## config.mk

```make
export PLATFORM = sky130hd
export DESIGN_NAME = rr_req_arbiter_flat
export DESIGN_NICKNAME = d
export VERILOG_FILES = /design/src/rtl/rr_req_arbiter_if.sv /design/src/rtl/rr_req_arbiter.sv /design/src/flat_wrapper.sv
export SDC_FILE = /design/constraint.sdc
export NUM_CORES = 1
export LEC_CHECK = 0
export BUFFER_PORTS_ARGS = -buffer_cell sky130_fd_sc_hd__buf_4
export CAP_MARGIN = 20
export CORE_MARGIN = 1
export CORE_UTILIZATION = 45
export DETAILED_ROUTE_END_ITERATION = 16
export PLACE_DENSITY = 0.68
export SYNTH_ARGS = -nofsm -noshare
export SYNTH_HDL_FRONTEND = slang
export SYNTH_SLANG_ARGS = --single-unit
```

## constraint.sdc

```tcl
create_clock -name clk -period 3.2 [get_ports clk]
set_input_delay 0.32 -clock clk [delete_from_list [all_inputs] [get_ports clk]]
set_output_delay 0.32 -clock clk [all_outputs]
set_load 0.005 [all_outputs]
```

## src/rtl/rr_req_arbiter_if.sv

```systemverilog
// Handshake bundle between the requesters/resource side and the round-robin arbiter.
// The requester side drives the requests, flush and resource-ready.
// The arbiter drives the registered grant outputs.
interface rr_req_arbiter_if #(
    parameter int REQ_NUM = 4
) ();
    localparam int INDEX_W = $clog2(REQ_NUM);

    logic [REQ_NUM-1:0] req;
    logic               flush;
    logic               grant_valid;
    logic [REQ_NUM-1:0] grant;
    logic [INDEX_W-1:0] grant_index;
    logic               grant_ready;

    modport master (
        output req,
        output flush,
        output grant_ready,
        input  grant_valid,
        input  grant,
        input  grant_index
    );

    modport slave (
        input  req,
        input  flush,
        input  grant_ready,
        output grant_valid,
        output grant,
        output grant_index
    );
endinterface

```

## src/rtl/rr_req_arbiter.sv

```systemverilog
// Round-robin arbiter that shares one resource port among REQ_NUM requesters.
// The grant is registered and held stable until a handshake, a withdrawal or a flush.
// On a handshake the next winner is registered in the same cycle, so there is no bubble.
// Priority rotates to the entry after the last served requester.
module rr_req_arbiter #(
    parameter int REQ_NUM = 4
) (
    input logic        clk,
    input logic        rst,
    rr_req_arbiter_if.slave bus
);
    localparam int INDEX_W = $clog2(REQ_NUM);

    typedef enum logic {
        IDLE  = 1'b0,
        GRANT = 1'b1
    } state_t;

    state_t             state_reg;
    logic [INDEX_W-1:0] ptr_reg;
    logic [INDEX_W-1:0] grant_index_reg;
    logic [REQ_NUM-1:0] grant_reg;
    logic               grant_valid_reg;

    logic [REQ_NUM-1:0] arb_req;
    logic [INDEX_W-1:0] arb_ptr;
    logic [INDEX_W-1:0] scan_idx;
    logic [INDEX_W-1:0] win_index;
    logic               win_found;
    logic [REQ_NUM-1:0] win_onehot;
    logic               req_held;

    // Select the arbitration inputs.
    // In GRANT the only arbitration that matters is the back-to-back one after a handshake.
    // It masks the served bit and scans from the entry after the served index.
    always_comb begin
        arb_req = bus.req;
        arb_ptr = ptr_reg;
        if (state_reg == GRANT) begin
            arb_req = bus.req & ~grant_reg;
            arb_ptr = grant_index_reg + INDEX_W'(1);
        end
    end

    // Scan the requests from arb_ptr upward with natural wrap; the first set bit wins.
    // Iterating from the farthest offset down lets the nearest set bit overwrite the others.
    always_comb begin
        win_found = 1'b0;
        win_index = '0;
        scan_idx  = '0;
        for (int k = REQ_NUM - 1; k >= 0; k--) begin
            scan_idx = arb_ptr + INDEX_W'(k);
            if (arb_req[scan_idx]) begin
                win_found = 1'b1;
                win_index = scan_idx;
            end
        end
    end

    // One-hot decode of the winning index.
    generate
        for (genvar gi = 0; gi < REQ_NUM; gi++) begin : g_onehot
            assign win_onehot[gi] = (win_index == INDEX_W'(gi));
        end
    endgenerate

    assign req_held = bus.req[grant_index_reg];

    // FSM, priority pointer and registered grant outputs.
    always_ff @(posedge clk) begin
        if (rst) begin
            state_reg       <= IDLE;
            ptr_reg         <= '0;
            grant_valid_reg <= 1'b0;
            grant_reg       <= '0;
            grant_index_reg <= '0;
        end else if (bus.flush) begin
            // Flush wins over a simultaneous handshake.
            // The pointer is left alone, and no new grant is issued in this cycle.
            state_reg       <= IDLE;
            grant_valid_reg <= 1'b0;
            grant_reg       <= '0;
            grant_index_reg <= '0;
        end else begin
            unique case (state_reg)
                IDLE: begin
                    if (win_found) begin
                        state_reg       <= GRANT;
                        grant_valid_reg <= 1'b1;
                        grant_reg       <= win_onehot;
                        grant_index_reg <= win_index;
                    end
                end
                GRANT: begin
                    if (bus.grant_ready) begin
                        // Accepted, even if the requester withdrew in this same cycle.
                        ptr_reg <= grant_index_reg + INDEX_W'(1);
                        if (win_found) begin
                            grant_reg       <= win_onehot;
                            grant_index_reg <= win_index;
                        end else begin
                            state_reg       <= IDLE;
                            grant_valid_reg <= 1'b0;
                            grant_reg       <= '0;
                            grant_index_reg <= '0;
                        end
                    end else if (!req_held) begin
                        // The requester gave up before service; drop the grant and keep the pointer.
                        state_reg       <= IDLE;
                        grant_valid_reg <= 1'b0;
                        grant_reg       <= '0;
                        grant_index_reg <= '0;
                    end
                end
                default: begin
                    state_reg       <= IDLE;
                    grant_valid_reg <= 1'b0;
                    grant_reg       <= '0;
                    grant_index_reg <= '0;
                end
            endcase
        end
    end

    assign bus.grant_valid = grant_valid_reg;
    assign bus.grant       = grant_reg;
    assign bus.grant_index = grant_index_reg;

endmodule
```

## src/flat_wrapper.sv

```systemverilog
// flat-port wrapper written by rule: the top's interface ports become plain ports
module rr_req_arbiter_flat 
#(
    parameter int REQ_NUM = 4
)
  (clk, rst, bus_req, bus_flush, bus_grant_ready, bus_grant_valid, bus_grant, bus_grant_index);
  rr_req_arbiter_if #(.REQ_NUM(REQ_NUM)) bus_i ();
  input logic clk;
  input logic rst;
  input wire logic [$bits(bus_i.req)-1:0] bus_req;
  input wire logic [$bits(bus_i.flush)-1:0] bus_flush;
  input wire logic [$bits(bus_i.grant_ready)-1:0] bus_grant_ready;
  output wire logic [$bits(bus_i.grant_valid)-1:0] bus_grant_valid;
  output wire logic [$bits(bus_i.grant)-1:0] bus_grant;
  output wire logic [$bits(bus_i.grant_index)-1:0] bus_grant_index;
  assign bus_i.req = bus_req;
  assign bus_i.flush = bus_flush;
  assign bus_i.grant_ready = bus_grant_ready;
  assign bus_grant_valid = bus_i.grant_valid;
  assign bus_grant = bus_i.grant;
  assign bus_grant_index = bus_i.grant_index;
  rr_req_arbiter #(.REQ_NUM(REQ_NUM)) u_core (.clk(clk), .rst(rst), .bus(bus_i));
endmodule
```

# Word-level counts from Yosys, hierarchy flattened
# Cells that the tools add are included.
# totals
elab_cells	68
output_inout_bits	7
in_bits	8
reg_bits	10
# op_classes
bitwise_logic	4
muxes	39
order_cmp	5
eq_ne	6
n_reduce_logical	5
n_addsub	4
# op_table
cell	n
$mux W4	5
$mux W2	9
$mux W1	16
$lt A2 B3 Y1 const B	5
$bmux W1 S2	5
$pmux W4 S2	1
$ne A3 B3 Y1 const B	2
$reduce_and A3 Y1	2
$add A2 B1 Y2 const B	2
$add A2 B2 Y2 const B	2
$and A4 B4 Y4	1
$eq A2 B2 Y1 const B	2
$not A4 Y4	1
$pmux W1 S2	2
$pmux W2 S2	1
$eq A2 B1 Y1 const B	1
$logic_not A2 Y1	1
$ne A2 B1 Y1 const B	1
$not A1 Y1	2
$reduce_and A2 Y1	1
$reduce_or A2 Y1	1

# Depth between registers and ports, before layout
# logic_depth
depth_word	13
mapped_depth	6
ltp_nobuf	5

# Worst setup path before layout
# No wires, ideal clock.
# synth_path
kind	reg2reg
start	register u_core.grant_index_reg[1], in the netlist u_core.bus.grant_index[1]
end	register u_core.grant_reg[2], in the netlist u_core.bus.grant[2]
stages_incl_launch_ff	7
t_required_ps	3083
synth_period_minus_slack_ps	1559
t_arrival_ps	1442
setup_ps	117
setup_slack_ps	1641
path_buffers	1
cell_sequence	dfxtp_1 > buf_6 > mux4_2 > nand2_2 > o31a_4 > nor3_4 > a22o_1
# synth_between
elab_chain_cells	13
word_cells_on_any_way	31
classes_between	4 x add/sub; 3 x eq/ne; 23 x mux; 1 x reduce/logical
# synth_lines
item	line	source
start, declared	rr_req_arbiter.sv:21	logic [INDEX_W-1:0] grant_index_reg;
start signal, assigned	rr_req_arbiter.sv:91	grant_index_reg <= win_index;
start signal, assigned	rr_req_arbiter.sv:100	grant_index_reg <= win_index;
$add A2 B1 Y2	rr_req_arbiter.sv:41	arb_ptr = grant_index_reg + INDEX_W'(1);
$mux W2	rr_req_arbiter.sv:39	if (state_reg == GRANT) begin
$add A2 B2 Y2	rr_req_arbiter.sv:52	scan_idx = arb_ptr + INDEX_W'(k);
$bmux W1 S2	rr_req_arbiter.sv:53	if (arb_req[scan_idx]) begin
$mux W1 (not written as such)	rr_req_arbiter.sv:53	
$mux W2 (4 in a row)	rr_req_arbiter.sv:53	
$eq A2 B2 Y1	rr_req_arbiter.sv:63	assign win_onehot[gi] = (win_index == INDEX_W'(gi));
$mux W4	rr_req_arbiter.sv:98	if (win_found) begin
$mux W4	rr_req_arbiter.sv:95	if (bus.grant_ready) begin
$pmux W4 S2	rr_req_arbiter.sv:85	unique case (state_reg)
end signal, assigned	rr_req_arbiter.sv:90	grant_reg <= win_onehot;
end signal, assigned	rr_req_arbiter.sv:99	grant_reg <= win_onehot;
end, declared	rr_req_arbiter.sv:22	logic [REQ_NUM-1:0] grant_reg;
# Several ways; a longest one is shown, not always the timed one. The select of a mux whose other input is x is not followed.
# A chain may end at the register's enable or synchronous reset.

# Final worst setup path
# layout_path
start	register u_core.state_reg
end	register u_core.grant_reg[0], in the netlist u_core.bus.grant[0]
# layout_between
elab_chain_cells	12
word_cells_on_any_way	30
classes_between	3 x add/sub; 2 x eq/ne; 22 x mux; 1 x bitwise; 2 x reduce/logical
# layout_lines
item	line	source
start, declared	rr_req_arbiter.sv:19	state_t state_reg;
start signal, assigned	rr_req_arbiter.sv:72	state_reg <= IDLE;
start signal, assigned	rr_req_arbiter.sv:80	state_reg <= IDLE;
start signal, assigned	rr_req_arbiter.sv:88	state_reg <= GRANT;
$mux W2	rr_req_arbiter.sv:39	
$add A2 B2 Y2	rr_req_arbiter.sv:52	
$bmux W1 S2	rr_req_arbiter.sv:53	
$mux W1 (not written as such)	rr_req_arbiter.sv:53	
$mux W2 (4 in a row)	rr_req_arbiter.sv:53	
$logic_not A2 Y1	rr_req_arbiter.sv:63	
$mux W4	rr_req_arbiter.sv:98	
$mux W4	rr_req_arbiter.sv:95	
$pmux W4 S2	rr_req_arbiter.sv:85	
# Several ways; a longest one is shown, not always the timed one. The select of a mux whose other input is x is not followed.

==> impl_metrics.py <==
metrics = {
    "finish": {
        "largest_register_ffs": 4,
        "nNetsFinal": 107,
        "num-fill-cells": 155,
        "final_cells": 113,
        "layout_common_cells": "buf_4, nor2_1, dfxtp_1",
        "drive_above_1_share": 0.278,
        "syn2layout_area_growth_pct": 16.8,
        "fin_area_um2": 843,
        "final_common_cell": "buf_4",
        "fin_util": 0.560,
        "diodes": 0,
    },
    "logic_synthesis": {
        "synth-seq-cells": 10,
        "synth_top_area_frac": 0.277,
        "synth_edf_count": 0,
        "synthArstFlopShare": 0,
        "synth.distinct_cells": 41,
        "yosysSeqAreaShare": 0.277,
        "syn_area_per_cell_um2": 8.70,
        "ys.flop_type": "dfxtp_1",
        "synth_area_leader_cell": "dfxtp_1",
        "syn_area_um2": 722,
        "yosysWarnings": 0,
        "netlist_instances": 83,
        "ys_top_cells_by_area": "dfxtp_1, nor2_1, and3b_1, nand2b_1, o21ai_0",
        "synth.net_count": 91,
    },
    "floorplan": {
        "start_util": 0.479,
        "core_mm2": 0.00151,
        "ios": 15,
        "die_h_um": 42.1,
        "die-area_mm2": 0.00177,
        "std_cell_rows": 14,
        "die_x_um": 42.1,
    },
    "global_routing": {
        "antenna_found_initial": 0,
        "grt_pass1_vias": 592,
        "grt_pass1_wl_um": 2770,
        "grt_max_degree": 18,
        "grt-ovfl-total": 0,
        "grt_usage": 0.207,
    },
    "placed_design": {
        "placed_cell_area_um2": 821,
        "routabilityCongestion": 0.797,
        "place_inst": 110,
        "port_buffers": 14,
        "post-place-ws_ns": 1.42,
        "hpwl_um": 1250,
    },
    "critical_path": {
        "start_kind": "register",
        "crit_required_ns": 3.36,
        "worstSetupPathType": "register to register",
        "crit_arrival_ns": 1.99,
        "r2r_cells": 5,
        "cp_max_fo": 17,
        "end_kind": "register",
    },
    "cts": {
        "cts_setup_buffers": 0,
        "cts_resized": 0,
        "cts_made_buffers": 3,
        "cts_sinks": 10,
        "insertion_delay_ns": 0.27,
        "cts.path.max_buffers": 2,
        "clkTransAtPathRegs_ns": 0.07,
        "htreeDepth": 1,
        "ctsHoldBuffers": 0,
        "root_buffer": "clkbuf_4",
        "cts_tree": "done",
    },
    "routing": {
        "drt_iter0_drc": 22,
        "wl_per_cell_um": 14.9,
        "drt_drc_violations_left": 0,
        "finalWirelength_um": 1680,
        "vias": 682,
        "routed_via_density": 6.04,
        "firstDrtPassIters": 4,
        "antenna_left": 0,
    },
    "power_and_ir_drop": {
        "power.leakage_nw": 0.354,
        "powerDensity_mw_per_mm2": 352,
        "finalPower_mw": 0.297,
        "irDropWorstVdd_uv": 246,
    },
    "sta": {
        "holdWs_ns": 0.266,
        "rsz0062_at_grt": "false",
        "fin_crit_sh": 0.570,
        "slew_violations": 0,
        "fin_worst_skew_ns": 0.00975,
        "period_needed_ns": 1.82,
        "fmax_ghz": 0.549,
        "tns_ns": 0,
        "fin_ws_ns": 1.38,
        "setup-violations-final": 0,
        "slew_headroom": 0.648,
        "finalHoldViolations": 0,
        "worst_pin_slew_ns": 0.528,
    },
    "flow_run": {
        "drv_cap": 0,
    },
    "min_path": {
        "worstHoldPathType": "primary input to register",
        "hold_depth": 2,
    },
    "run_status": {
        "outcome": "finished, final reports clean",
    },
}
-- cells by family after synthesis --
group,Yosys count,share of synthesized area
compound gates,29,0.321
xor+xnor,2,0.0243
flops,10,0.277
simple gates,33,0.276
buf+inv,7,0.0572
mux,2,0.0451
-- area by class of cell --
| cell class | instances | area, um^2 | area share |
|---|---|---|---|
| Clock buffer | 3 | 22.5 | 0.0267 |
| Inverter | 4 | 15.0 | 0.0178 |
| Multi-Input combinational cell | 66 | 480 | 0.570 |
| Sequential cell | 10 | 200 | 0.237 |
| Tap cell | 16 | 20.0 | 0.0237 |
| Timing Repair Buffer | 14 | 105 | 0.125 |
-- synth_stat cells (2+ instances only) --
cell type,instances
nor2_1,11
dfxtp_1,10
a21oi_1,4
buf_4,2
a21boi_0,2
inv_1,4
a211oi_1,3
a32o_1,2
nor3_1,2
a22o_1,2
o21ai_0,5
and3b_1,3
nand2b_1,4
nor2b_1,2
-- worst max-delay path, cell delays in order, from the launching register on --
cell and delay [ns]:
dfxtp_1 0.65, and3b_1 0.26, a211oi_1 0.21, o221ai_1 0.20
nand2b_1 0.18, a32o_1 0.21
-- power by group --
| part | switching [mW] | leakage, nW | total (mW) | internal [mW] |
|---|---|---|---|---|
| registers | 0.0117 | 0.0817 | 0.142 | 0.130 |
| logic | 0.0324 | 0.259 | 0.0678 | 0.0354 |
| clock network | 0.0433 | 0.0138 | 0.0867 | 0.0434 |
| total | 0.0874 | 0.354 | 0.297 | 0.209 |
-- routing by layer --
metal,part of all wire,vias up,GRT usage
li1,-,339,-
met1,0.46,310,0.270
met2,0.45,31,0.338
met3,0.088,2,0.0603
met4,0.0060,0,0.0563
met5,0,-,0
-- path summary, 6_finish.rpt --
path | from | end | slack, ns
worst max-delay path | u_core.state_reg$_SDFF_PP0_ | u_core.bus.grant[0]$_SDFFE_PP0P_ | 1.38
worst min-delay path | rst | u_core.ptr_reg[1]$_SDFFE_PP0P_ | 0.27
worst max register to register | u_core.state_reg$_SDFF_PP0_ | u_core.bus.grant[0]$_SDFFE_PP0P_ | 1.38
worst min register to register | u_core.bus.grant[2]$_SDFFE_PP0P_ | u_core.bus.grant[2]$_SDFFE_PP0P_ | 0.53
Power figures use the tool's default switching activity.
